--- src/rtl/if_fetch_stage_pkg.sv ---
// Shared definitions for the IF fetch stage.
// FSM encodings, NOP word and default reset PC.
package if_fetch_stage_pkg;

  typedef enum logic [1:0] {
    FETCH = 2'd0,
    HOLD  = 2'd1,
    DRAIN = 2'd2,
    HALT  = 2'd3
  } fetchStateT;

  localparam logic [31:0] NOP = 32'h0000_0000;
  localparam logic [31:0] DEF_RESET_PC = 32'h0000_3000;

endpackage

--- src/rtl/if_fetch_stage_if_id_reg.sv ---
// IF/ID pipeline register.
// Bubble wins over hold; hold keeps the current contents.
module if_id_reg
  import if_fetch_stage_pkg::*;
#(
  parameter logic [31:0] RESET_PC = DEF_RESET_PC
) (
  input  logic        clk,
  input  logic        rst,
  input  logic        hold,
  input  logic        bubble,
  input  logic [31:0] instrNext,
  input  logic [31:0] pcPlus4Next,
  output logic [31:0] InstrD,
  output logic [31:0] PCPlus4D,
  output logic        ValidD
);

  always_ff @(posedge clk or posedge rst) begin
    if (rst) begin
      InstrD   <= NOP;
      PCPlus4D <= RESET_PC;
      ValidD   <= 1'b0;
    end else if (bubble) begin
      InstrD <= NOP;
      ValidD <= 1'b0;
    end else if (!hold) begin
      InstrD   <= instrNext;
      PCPlus4D <= pcPlus4Next;
      ValidD   <= 1'b1;
    end
  end

endmodule

--- src/rtl/if_fetch_stage.sv ---
// IF stage: owns PCF, single outstanding imem request,
// one-word stall buffer, ID redirect and syscall halt.
module if_fetch_stage
  import if_fetch_stage_pkg::*;
#(
  parameter logic [31:0] RESET_PC   = DEF_RESET_PC,
  parameter int          DELAY_SLOT = 1
) (
  input  logic        clk,
  input  logic        rst,
  input  logic        StallD,
  input  logic [31:0] NPCD,
  input  logic        IsJBrD,
  input  logic        HaltD,
  output logic        imem_req,
  output logic [31:0] imem_addr,
  input  logic [31:0] imem_rdata,
  input  logic        imem_ready,
  output logic [31:0] PCF,
  output logic [31:0] InstrD,
  output logic [31:0] PCPlus4D,
  output logic        ValidD,
  output logic        HaltedF
);

  fetchStateT  state;
  logic [31:0] bufR;
  logic        redirV;
  logic [31:0] redirT;

  logic        accept;
  logic        live;
  logic        capHalt;
  logic        capRedir;
  logic        redir;
  logic [31:0] target;
  logic        deliver;
  logic        kill;
  logic        ifBubble;
  logic [31:0] word;
  logic [31:0] pcPlus4;

  assign accept   = !StallD;
  assign live     = (state == FETCH) || (state == HOLD);
  assign capHalt  = live && HaltD && ValidD && accept;
  assign capRedir = live && IsJBrD && ValidD && accept && !capHalt;
  assign redir    = redirV || capRedir;
  assign target   = capRedir ? NPCD : redirT;
  assign pcPlus4  = PCF + 32'd4;
  assign word     = (state == HOLD) ? bufR : imem_rdata;

  assign deliver = accept && !capHalt &&
                   (((state == FETCH) && imem_ready) ||
                    (state == HOLD));

  assign kill = deliver && redir && (DELAY_SLOT == 0);

  // HALT flushes IF/ID even while ID is stalled
  assign ifBubble = (state == HALT) ||
                    (accept && (!deliver || kill));

  assign imem_req  = (state == FETCH) || (state == DRAIN);
  assign imem_addr = PCF;

  always_ff @(posedge clk or posedge rst) begin
    if (rst) begin
      state   <= FETCH;
      PCF     <= RESET_PC;
      bufR    <= NOP;
      redirV  <= 1'b0;
      redirT  <= 32'h0;
      HaltedF <= 1'b0;
    end else begin
      if (deliver) begin
        PCF    <= redir ? target : pcPlus4;
        redirV <= 1'b0;
      end else if (capRedir) begin
        redirV <= 1'b1;
        redirT <= NPCD;
      end
      unique case (state)
        FETCH: begin
          if (capHalt) begin
            state   <= imem_ready ? HALT : DRAIN;
            HaltedF <= imem_ready;
          end else if (imem_ready && !accept) begin
            bufR  <= imem_rdata;
            state <= HOLD;
          end
        end
        HOLD: begin
          if (capHalt) begin
            state   <= HALT;
            HaltedF <= 1'b1;
          end else if (accept) begin
            state <= FETCH;
          end
        end
        DRAIN: begin
          if (imem_ready) begin
            state   <= HALT;
            HaltedF <= 1'b1;
          end
        end
        HALT: begin
          state <= HALT;
        end
      endcase
    end
  end

  if_id_reg #(
    .RESET_PC(RESET_PC)
  ) uIfId (
    .clk        (clk),
    .rst        (rst),
    .hold       (!accept),
    .bubble     (ifBubble),
    .instrNext  (word),
    .pcPlus4Next(pcPlus4),
    .InstrD     (InstrD),
    .PCPlus4D   (PCPlus4D),
    .ValidD     (ValidD)
  );

endmodule

--- config.mk ---
export PLATFORM = sky130hd
export DESIGN_NAME = if_fetch_stage
export DESIGN_NICKNAME = d
export VERILOG_FILES = /design/src/rtl/if_fetch_stage_pkg.sv /design/src/rtl/if_fetch_stage_if_id_reg.sv /design/src/rtl/if_fetch_stage.sv
export SDC_FILE = /design/constraint.sdc
export NUM_CORES = 1
export LEC_CHECK = 0
export ABC_AREA = 1
export BUFFER_PORTS_ARGS = -buffer_cell sky130_fd_sc_hd__clkbuf_2
export CAP_MARGIN = 0
export CELL_PAD_IN_SITES_DETAIL_PLACEMENT = 1
export CELL_PAD_IN_SITES_GLOBAL_PLACEMENT = 1
export CORE_ASPECT_RATIO = 1.5
export CORE_MARGIN = 8
export CORE_UTILIZATION = 42
export DETAILED_ROUTE_END_ITERATION = 12
export PLACE_DENSITY = 0.88
export SETUP_SLACK_MARGIN = 0.5
export SLEW_MARGIN = 15
export SYNTH_ARGS = -nofsm -noshare
export SYNTH_HDL_FRONTEND = slang
export SYNTH_HIERARCHICAL = 1
export SYNTH_SLANG_ARGS = --single-unit
export TNS_END_PERCENT = 10
--- constraint.sdc ---
create_clock -name clk -period 9.2 [get_ports clk]
set_clock_uncertainty 0.15 [all_clocks]
set_input_delay 0.92 -clock clk [delete_from_list [all_inputs] [get_ports clk]]
set_output_delay 0.92 -clock clk [all_outputs]
set_load 0.03 [all_outputs]
==> out/metrics.cfg, run 1 <==
[global_route]
grt_usage_pct = 21.5
grt_first_pass_wirelength_um = 44200
grt_max_degree = 72
antenna_found_initial = 0
grt-ovfl-total = 0
grt_pass1_vias = 8657

[power]
power_uw = 3800
p_leak_uw = 0.00564
irDropWorstVdd_mv = 0.156
power_density_mw_per_mm2 = 373

[cts]
clk_pin_slew_ns = 0.07
cts_hold_buf = 0
post_cts_buffers = 0
cts_buffers = 17
cts.path.max_buffers = 2
insertion_delay_ns = 0.43
cts_tree = yes
clockRootBuffer = clkbuf_16
cts_sinks = 165
cts_resized = 0
h-tree-depth = 4

[critical_path]
crit_path_end_kind = flop
critPathRequiredTime_ns = 9.37
critPathLaunchType = flop
r2r_setup_slack_ns = 4.83
cp_top_family = buffers and inverters
path_cells = inv_1 -> ha_4 -> inv_2 -> nand2_2 -> nand3_4 -> nand3_2 -> buf_4 -> inv_2 -> o21bai_2 -> buf_4 -> inv_1 -> nand3_1 -> nand2_1
arrival_ns = 4.54
crit_buf_inv = 6
critPathKind = flop to flop
cp_slowest_cell = ha_4
cp_max_fo = 68
max_stage_delay_ns = 0.58

[die]
core_sq_mm = 0.0204
initial_core_util_pct = 42.7
ioPinCount = 201
die_y_um = 193
rows = 64
die_x_um = 134
dieArea_sq_mm = 0.0257

[timing]
whs_ns = 0.335
period_needed_ns = 4.37
max_freq_mhz = 229
rsz0062_at_grt = no
fin_tns_setup_ns = 0
finalHoldViolCount = 0
maxSlewHeadroom_pct = 33.2
slew_violations = 0
period_share_pct = 47.5
setup_viol = 0
worstMarginPinSlew_ns = 0.998

[yosys]
async_flop_share_pct = 100
yosysTopAreaCell = dfrtp_1
synthFlopType = dfrtp_1
yosys_warnings = 6
ys_top_cells_by_area = dfrtp_1, nand2_1, o21ai_0
synth_commonest_cells = nand2_1, dfrtp_1, o21ai_0
yosysMostFrequentCell = nand2_1
syn_nets = 1258
synth_top_cell_area_share_pct = 46.2
yosysUniqueCellTypes = 32
synth_edf_count = 0
synthCells = 1182
syn_avg_cell_area_sq_um = 7.38
synth_area_sq_mm = 0.00873
synth-seq-cells = 165
synth.yosys.seq_area_share_pct = 47.4

[placement]
io_buffers = 200
placed_area_sq_mm = 0.00954
hpwl_um = 19800
gp_congestion = 0.909

[drt]
drt_iter0_markers = 530
drc_errors = 0
routed_wl_um = 27300
wl_per_cell_um = 17.1
num_vias = 8018
first_pass_iters = 4
postRouteAntennaNets = 0
avgViaCountPerCell = 5.02

[finish]
final_area_sq_mm = 0.0102
final_layout_size_suffix_gt1_share_pct = 20.0
layout.nets = 1395
syn2layout_area_growth_pct = 16.5
nFillCells = 2665
antenna_cells = 0

[job]
drv_cap = 0

[worst_hold_path]
min-delay-path-class = flop to flop

[outcome]
status = finished clean

## layer usage
metal	vias up	global-route usage (%)	wire length, um
li1	3912	-	-
met1	3861	23.9	11100
met2	192	38.9	14100
met3	53	3.80	985
met4	0	10.4	1050
met5	-	0	0
## state kept, by name (all words and copies together), names as in the netlist
signal	cells
bufR	32
HaltedF	1
state	2
uIfId/ValidD	1
redirV	1
PCF	32
uIfId/PCPlus4D	32
uIfId/InstrD	32
redirT	32
## worst paths after layout
path,from,endpoint,depth (start not counted)
hold / removal,uIfId/PCPlus4D[9],uIfId/PCPlus4D[9],2
min in group asynchronous,rst,bufR[5],2
hold reg to reg,uIfId/PCPlus4D[9],uIfId/PCPlus4D[9],2
max in group asynchronous,rst,redirT[30],3
setup / recovery,state[1],uIfId/InstrD[4],13
setup reg to reg,state[1],uIfId/InstrD[4],13
## layout by cell type, fill, tap and decap left out, types with 4 or more instances in the layout
master	Yosys	final
nand2_1	510	509
clkbuf_2	1	200
dfrtp_1	161	161
o21ai_0	101	101
inv_1	100	98
nand3_1	69	69
nor2_1	53	53
o21ai_1	35	35
clkbuf_16	0	17
nand3b_1	10	10
xnor2_1	8	8
inv_2	6	7
buf_4	39	6
nand4_1	5	5
nor2_2	5	5
ha_1	6	5
dfstp_2	4	4
and2_1	4	4
## worst register-to-register path, delay by kind of cell, from the launching register on
kind / cells / cell delay (ns)
buffers and inverters: 6 / 2.18
adder cells (fa/ha/maj): 1 / 0.58
flip-flops: 1 / 0.43
AO/OA/AOI/OAI: 1 / 0.25
AND/OR/NAND/NOR: 5 / 0.68
## logic make-up (layout without fill, tap and decap cells)
kind of cell	Yosys count	in the layout	synth area share, %
adders and majority gates	6	6	0.860
DFF	165	165	47.4
xor gates and xnor gates	11	11	1.10
AOI/OAI and AO/OA	141	141	8.13
buffers and inverters	195	345	11.3
and+or+nand+nor	664	664	31.2
## report_power, final
part           internal (uW)  switching (uW)  total (uW)
Sequential              1030             286        1320
Combinational            458            1260        1710
Clock                    447             319         766
Total                   1940            1860        3800
## through the flow
| step | util, % | setup slack (ns) | std cells |
|---|---|---|---|
| 2_1_floorplan | - | 5.51 | 1182 |
| 3_3_place_gp | 46.7 | 4.59 | 1564 |
| 3_5_place_dp | 46.7 | 4.42 | 1564 |
| 4_1_cts | 49.8 | 4.45 | 1596 |
| 5_1_grt | 49.8 | 4.36 | 1596 |
| 6_report | 49.8 | 4.83 | 1596 |
## cell type report
class	instances	area, sq um	share of cell area, %
flip-flops and latches	165	4130	40.6
multi-input cells	822	3630	35.7
repair buffers	206	1050	10.3
clock buffers	19	453	4.45
inverters	107	409	4.02
well taps	264	330	3.25
clock inverters	13	173	1.70
(Power assumes the default switching activity.)
==> run 2: changes to the inputs <==
Settings changed: CORE_UTILIZATION 42 to 35, PLACE_DENSITY 0.88 to 0.78.
Clock period 9.2 ns to 3.5 ns, I/O delays scaled along.
==> run 2 against run 1 <==
Setup slack worse by 4.1 ns. Sequential share of layout area down 0.65 points. Power rose to 2.6 times the previous value. Routed wire length is 0.58% higher. Core utilization shrank 8.1 points. Via count hardly changed. Sequential power rose to 2.6 times the previous value.
==> out/metrics.cfg, run 2 (synthesis results as in run 1) <==
[outcome]
status = finished clean

[cts]
cts_sinks = 165
h-tree-depth = 4
cts_buffers = 17
post_cts_buffers = 0
clk_pin_slew_ns = 0.07
cts_tree = yes
clockRootBuffer = clkbuf_16
insertion_delay_ns = 0.43
cts.path.max_buffers = 2
cts_resized = 0

[finish]
final_layout_size_suffix_gt1_share_pct = 20.4
layout.nets = 1403
antenna_cells = 0
mostFrequentLayoutCell = nand2_1
syn2layout_area_growth_pct = 18.4
layout_common_cells = nand2_1, clkbuf_2, dfrtp_1
nFillCells = 3154

[die]
initial_core_util_pct = 35.2
ioPinCount = 201
rows = 71
core_sq_mm = 0.0248
die_y_um = 209
die_x_um = 145
dieArea_sq_mm = 0.0303

[global_route]
antenna_found_initial = 0
grt-ovfl-total = 0
grt_pass1_vias = 8640
grt_usage_pct = 18.4
grt_first_pass_wirelength_um = 45500
grt_max_degree = 66

[critical_path]
r2r_end = uIfId/InstrD[28]
cp_max_fo = 32
critPathKind = flop to flop
r2r_setup_slack_ns = 0.70
critPathRequiredTime_ns = 3.66
arrival_ns = 2.96
max_stage_delay_ns = 0.58
path_cells = inv_1 -> ha_1 -> inv_2 -> nand2_2 -> nand3_4 -> nand3_2 -> inv_2 -> o21bai_2 -> inv_1 -> nand3_1 -> nand2_1
cp_slowest_cell = inv_1
crit_path_end_kind = flop
ff2ff_path_depth = 11
critPathLaunchType = flop
critPathLaunch = state[0]
r2r_start = state[0]

[worst_hold_path]
min-delay-path-class = primary input to flop
holdPathStages = 3
holdCritStartpoint = imem_rdata[6]
hold_path_end = bufR[6]

[timing]
worstMarginPinSlew_ns = 1.06
setup_viol = 0
maxSlewHeadroom_pct = 29.4
fin_tns_setup_ns = 0
period_share_pct = 79.9
finalHoldViolCount = 0
period_needed_ns = 2.80
slew_violations = 0
max_freq_mhz = 357
rsz0062_at_grt = yes

[drt]
wl_per_cell_um = 16.4
drt_iter0_markers = 352
postRouteAntennaNets = 0
drc_errors = 0
avgViaCountPerCell = 4.81
routed_wl_um = 27400
first_pass_iters = 4
num_vias = 8025

[job]
drv_cap = 0

[placement]
io_buffers = 200
gp_congestion = 0.896
hpwl_um = 20500

[power]
power_density_mw_per_mm2 = 969
p_leak_uw = 0.00568
power_uw = 10000
irDropWorstVdd_mv = 0.453

==> run 2: cell types whose count changed in the layout (fill, tap and decap cells not counted), sizes merged <==
cell / before / now
clkinvlp: 2 / 4
bufinv: 3 / 4
clkbuf: 219 / 221
dlygate4sd3: 0 / 1
buf: 6 / 13
clkinv: 5 / 4
inv: 110 / 106
==> run 2: cell type report <==
cell class / count / area [sq um] / share of cell area [%]
flip-flops and latches: 165 / 4130 / 40.0
multi-input cells: 822 / 3620 / 35.0
repair buffers: 214 / 1120 / 10.8
clock buffers: 21 / 470 / 4.55
inverters: 107 / 410 / 3.97
well taps: 328 / 410 / 3.97
clock inverters: 11 / 174 / 1.68
==> run 2: repair_timing <==
item / CTS / global route
hold buffers: 1 / 0
endpoints found under the setup margin: 0 / 32
hold endpoints to repair: 33 / 0
==> run 2: per-layer routing <==
metal | global-route usage, % | vias up | wire length (um)
met5 | 0 | - | 0
met4 | 7.43 | 0 | 802
met3 | 2.97 | 46 | 841
met2 | 33.6 | 179 | 14300
met1 | 21.0 | 3866 | 11500
li1 | - | 3934 | -
==> run 2: worst max-delay path: cells and delay by family, from the launching register on <==
| family | cells | cell delay [ns] |
|---|---|---|
| flops | 1 | 0.42 |
| compound gates | 1 | 0.34 |
| buf+inv | 4 | 0.82 |
| fa+ha+maj | 1 | 0.26 |
| simple gates | 5 | 0.67 |
==> run 2: how the worst max path moves through the flow <==
stage,cells after the start,endpoint
final,11,uIfId/InstrD[28]
after global routing,11,uIfId/InstrD[2]
after CTS,11,uIfId/InstrD[28]
after detailed placement,11,uIfId/InstrD[28]
after global placement,11,uIfId/InstrD[27]
after floorplan,14,uIfId/PCPlus4D[0]
==> run 2: report_power, final <==
group	internal [uW]	switching [uW]
registers	2710	773
clock network	1250	800
logic	1220	3260
total	5180	4830
==> run 2: stage by stage <==
| stage | util, % | instance area [sq um] | worst slack, ns | cells | hold slack, ns |
|---|---|---|---|---|---|
| 2_1_floorplan | - | 8730 | 1.12 | 1182 | 0.299 |
| 3_3_place_gp | 39.1 | 9680 | 0.877 | 1635 | 0.311 |
| 3_5_place_dp | 39.1 | 9680 | 0.685 | 1635 | 0.320 |
| 4_1_cts | 41.7 | 10300 | 0.678 | 1668 | 0.0210 |
| 5_1_grt | 41.7 | 10300 | 0.419 | 1668 | 0.0338 |
| 6_report | 41.7 | 10300 | 0.703 | 1668 | 0.0391 |
==> run 3: changes to the inputs <==
Settings changed: ABC_AREA 1 to 0, CORE_UTILIZATION 35 to 39, PLACE_DENSITY 0.78 to 0.8.
Clock period 3.5 ns to 2.35 ns, I/O delays scaled along.
==> run 3 against run 2 <==
Register-to-register slack worse by 0.63 ns. Clock-buffer cell count shrank 1. Hold slack gained 0.077 ns. Via count is 3.0% lower. Sequential share of layout area is 5.8 points lower. Largest cell class is now multi-input combinational cells. Highest routed layer unchanged.
==> out/metrics.cfg, run 3 <==
[critical_path]
cp_max_fo = 8
r2r_start = state[0]
cp_top_family = buffers and inverters
crit_top_cell = buf_6
r2r_setup_slack_ns = 0.07
critPathKind = flop to flop
crit_buf_inv = 6
r2r_end = redirT[19]
cp-endpoint = redirT[19]
critPathRequiredTime_ns = 2.52
cp_num_cells = 11
critPathLaunchType = flop
ff2ff_path_depth = 11
critPathLaunch = state[0]
path_cells = inv_2 -> ha_4 -> a21oi_4 -> a211oi_4 -> buf_4 -> buf_6 -> nor2_4 -> buf_6 -> buf_6 -> buf_16 -> mux2_4
cp_slowest_cell = dfrtp_2
max_stage_delay_ns = 0.41
crit_path_end_kind = flop
arrival_ns = 2.45

[yosys]
async_flop_share_pct = 100
synthCells = 776
synth_mux_area_share_pct = 21.5
synth_edf_count = 0
yosys.area_share.simple_pct = 12.3
yosys_warnings = 6
yosysUniqueCellTypes = 68
ys_top_cells_by_area = dfrtp_1, mux2_2, mux2_4
yosysTopAreaCell = dfrtp_1
syn_nets = 852
synth_top_family_by_area = multiplexers
synth.yosys.seq_area_share_pct = 47.2
synth_area_sq_mm = 0.00876
yosysMostFrequentCell = dfrtp_1
synthAdderAreaFrac_pct = 0.857
synth_commonest_cells = dfrtp_1, mux2_2, nor2_1
synth-xor-area-share_pct = 2.80
synth_top_cell_area_share_pct = 46.0
synth-seq-cells = 165
syn_avg_cell_area_sq_um = 11.3
synthFlopType = dfrtp_1
synth_compound_area_share_pct = 8.47

[cts]
cts.path.max_buffers = 2
cts_tree = yes
clockRootBuffer = clkbuf_16
insertion_delay_ns = 0.44
clk_pin_slew_ns = 0.07
cts_sinks = 165
cts_buffers = 17
h-tree-depth = 4

[drt]
drt_iter0_markers = 392
wl_per_cell_um = 24.2
drc_errors = 0
postRouteAntennaNets = 0
num_vias = 7784
routed_wl_um = 33100
avgViaCountPerCell = 5.68
first_pass_iters = 5

[placement]
hpwl_um = 20100
gp_congestion = 0.819
dp_cells = 1240
io_buffers = 200

[power]
p_comb_share_pct = 52.9
switching_share_pct = 44.1
power_uw = 16700
clkPwrFrac_pct = 17.2
irDropWorstVdd_mv = 0.588
power_density_mw_per_mm2 = 1380
power_switching_uw = 7350
p_seq_share_pct = 29.9
p_leak_uw = 0.00566
internal_power_uw = 9300

[finish]
final_layout_size_suffix_gt1_share_pct = 45.7
mostFrequentLayoutCell = clkbuf_2
layout.nets = 1156
fin_cells = 1370
layout_common_cells = clkbuf_2, dfrtp_1, mux2_2
nFillCells = 2364
syn2layout_area_growth_pct = 38.1

[global_route]
use_met2_pct = 42.8
grt_usage_pct = 23.4
grt-ovfl-total = 0
grt_pass1_vias = 8947
antenna_found_initial = 1
grt_max_degree = 43
use_met3_pct = 5.64
grt_busiest_layer = met2
grtUsageMet1_pct = 22.8
grt_first_pass_wirelength_um = 50700

[die]
ioPinCount = 201
dieArea_sq_mm = 0.0276
die_y_um = 200
core_sq_mm = 0.0222
initial_core_util_pct = 39.4
rows = 67
die_x_um = 138

[timing]
period_needed_ns = 2.28
period_share_pct = 97.1
maxSlewHeadroom_pct = 58.3
max_freq_mhz = 438
worstMarginPinSlew_ns = 0.626
rsz0062_at_grt = yes
slew_violations = 0
setup_viol = 0
finalHoldViolCount = 0
fin_tns_setup_ns = 0

[outcome]
status = finished clean

[worst_hold_path]
min-delay-path-class = primary input to async pin

[job]
drv_cap = 0

-- run 3: changes by cell type after synthesis, moves of 9 or more --
cell,change
o21ai_0,-78
nand2_1,-468
a21oi_1,+28
and3_1,+10
o21ai_1,-35
mux2i_1,+36
inv_1,-84
nand3b_1,-9
xnor2_1,+15
nand3_1,-34
a31oi_1,+11
mux2_2,+95
mux2_4,+30
buf_2,-13
-- run 3: what timing repair did --
action                                  4_1_cts  5_1_grt
hold buffers                                 65        0
cloned                                        4        1
endpoints found under the setup margin      166      149
hold endpoints to repair                    233        0
gates resized for setup                      27       13
pin swaps                                     9       11
buffers inserted                             21        6
-- run 3: worst reg2reg max path: cells and delay by family, from the launching register on --
family | cells | cell delay [ns]
buf+inv | 6 | 0.70
compound gates | 2 | 0.25
mux | 1 | 0.31
simple gates | 1 | 0.16
fa+ha+maj | 1 | 0.19
flops | 1 | 0.41
-- run 3: logic make-up after synthesis --
group           count (synthesis)
buf+inv                       101
mux                           161
xor+xnor                       28
compound gates                114
fa+ha+maj                       6
simple gates                  201
flops                         165
-- run 3: worst min path at each step --
stage | end | slack [ns] | depth (start not counted)
2_1_floorplan | redirT[13] | 0.20 | 2
3_3_place_gp | uIfId/InstrD[3] | 0.02 | 2
3_5_place_dp | uIfId/InstrD[7] | 0.02 | 2
4_1_cts | uIfId/InstrD[7] | 0.11 | 3
5_1_grt | uIfId/InstrD[3] | 0.12 | 3
6_report | uIfId/InstrD[7] | 0.12 | 3
-- run 3: power by group through the flow --
stage	Clock [uW]	Combinational (uW)	Sequential, uW
2_1_floorplan	0	4320	6120
3_3_place_gp	0	7670	4860
4_1_cts	2920	8490	4910
5_1_grt	3020	9310	5100
6_report	2860	8820	4980
3_5_place_dp	0	7900	4940
-- run 3: cell type report --
| class | count | area [sq um] | area share (%) |
|---|---|---|---|
| multi-input combinational | 510 | 4190 | 34.6 |
| sequential | 165 | 4140 | 34.2 |
| timing repair buffer | 370 | 2770 | 22.9 |
| clock buffer | 20 | 457 | 3.77 |
| tap | 276 | 345 | 2.85 |
| clock inverter | 12 | 128 | 1.05 |
| inverter | 16 | 65.1 | 0.538 |
| antenna | 1 | 2.50 | 0.0207 |
-- run 3: per-stage QoR --
step / setup WS [ns] / hold slack [ns] / utilization [%] / area [sq um]
after floorplan: -0.523 / 0.202 / - / 8760
after global placement: 0.0328 / 0.0193 / 46.5 / 10300
after detailed placement: 0.00492 / 0.0230 / 46.5 / 10300
after CTS: 0.126 / 0.107 / 53.9 / 12000
after global routing: 0.0293 / 0.120 / 54.5 / 12100
final: 0.0681 / 0.117 / 54.5 / 12100
-- run 3: per-layer routing --
metal  vias up  part of all wire [%]
li1       3342                     -
met1      3944                    35
met2       357                    53
met3       141                   5.8
met4         0                   6.0
met5         -                     0
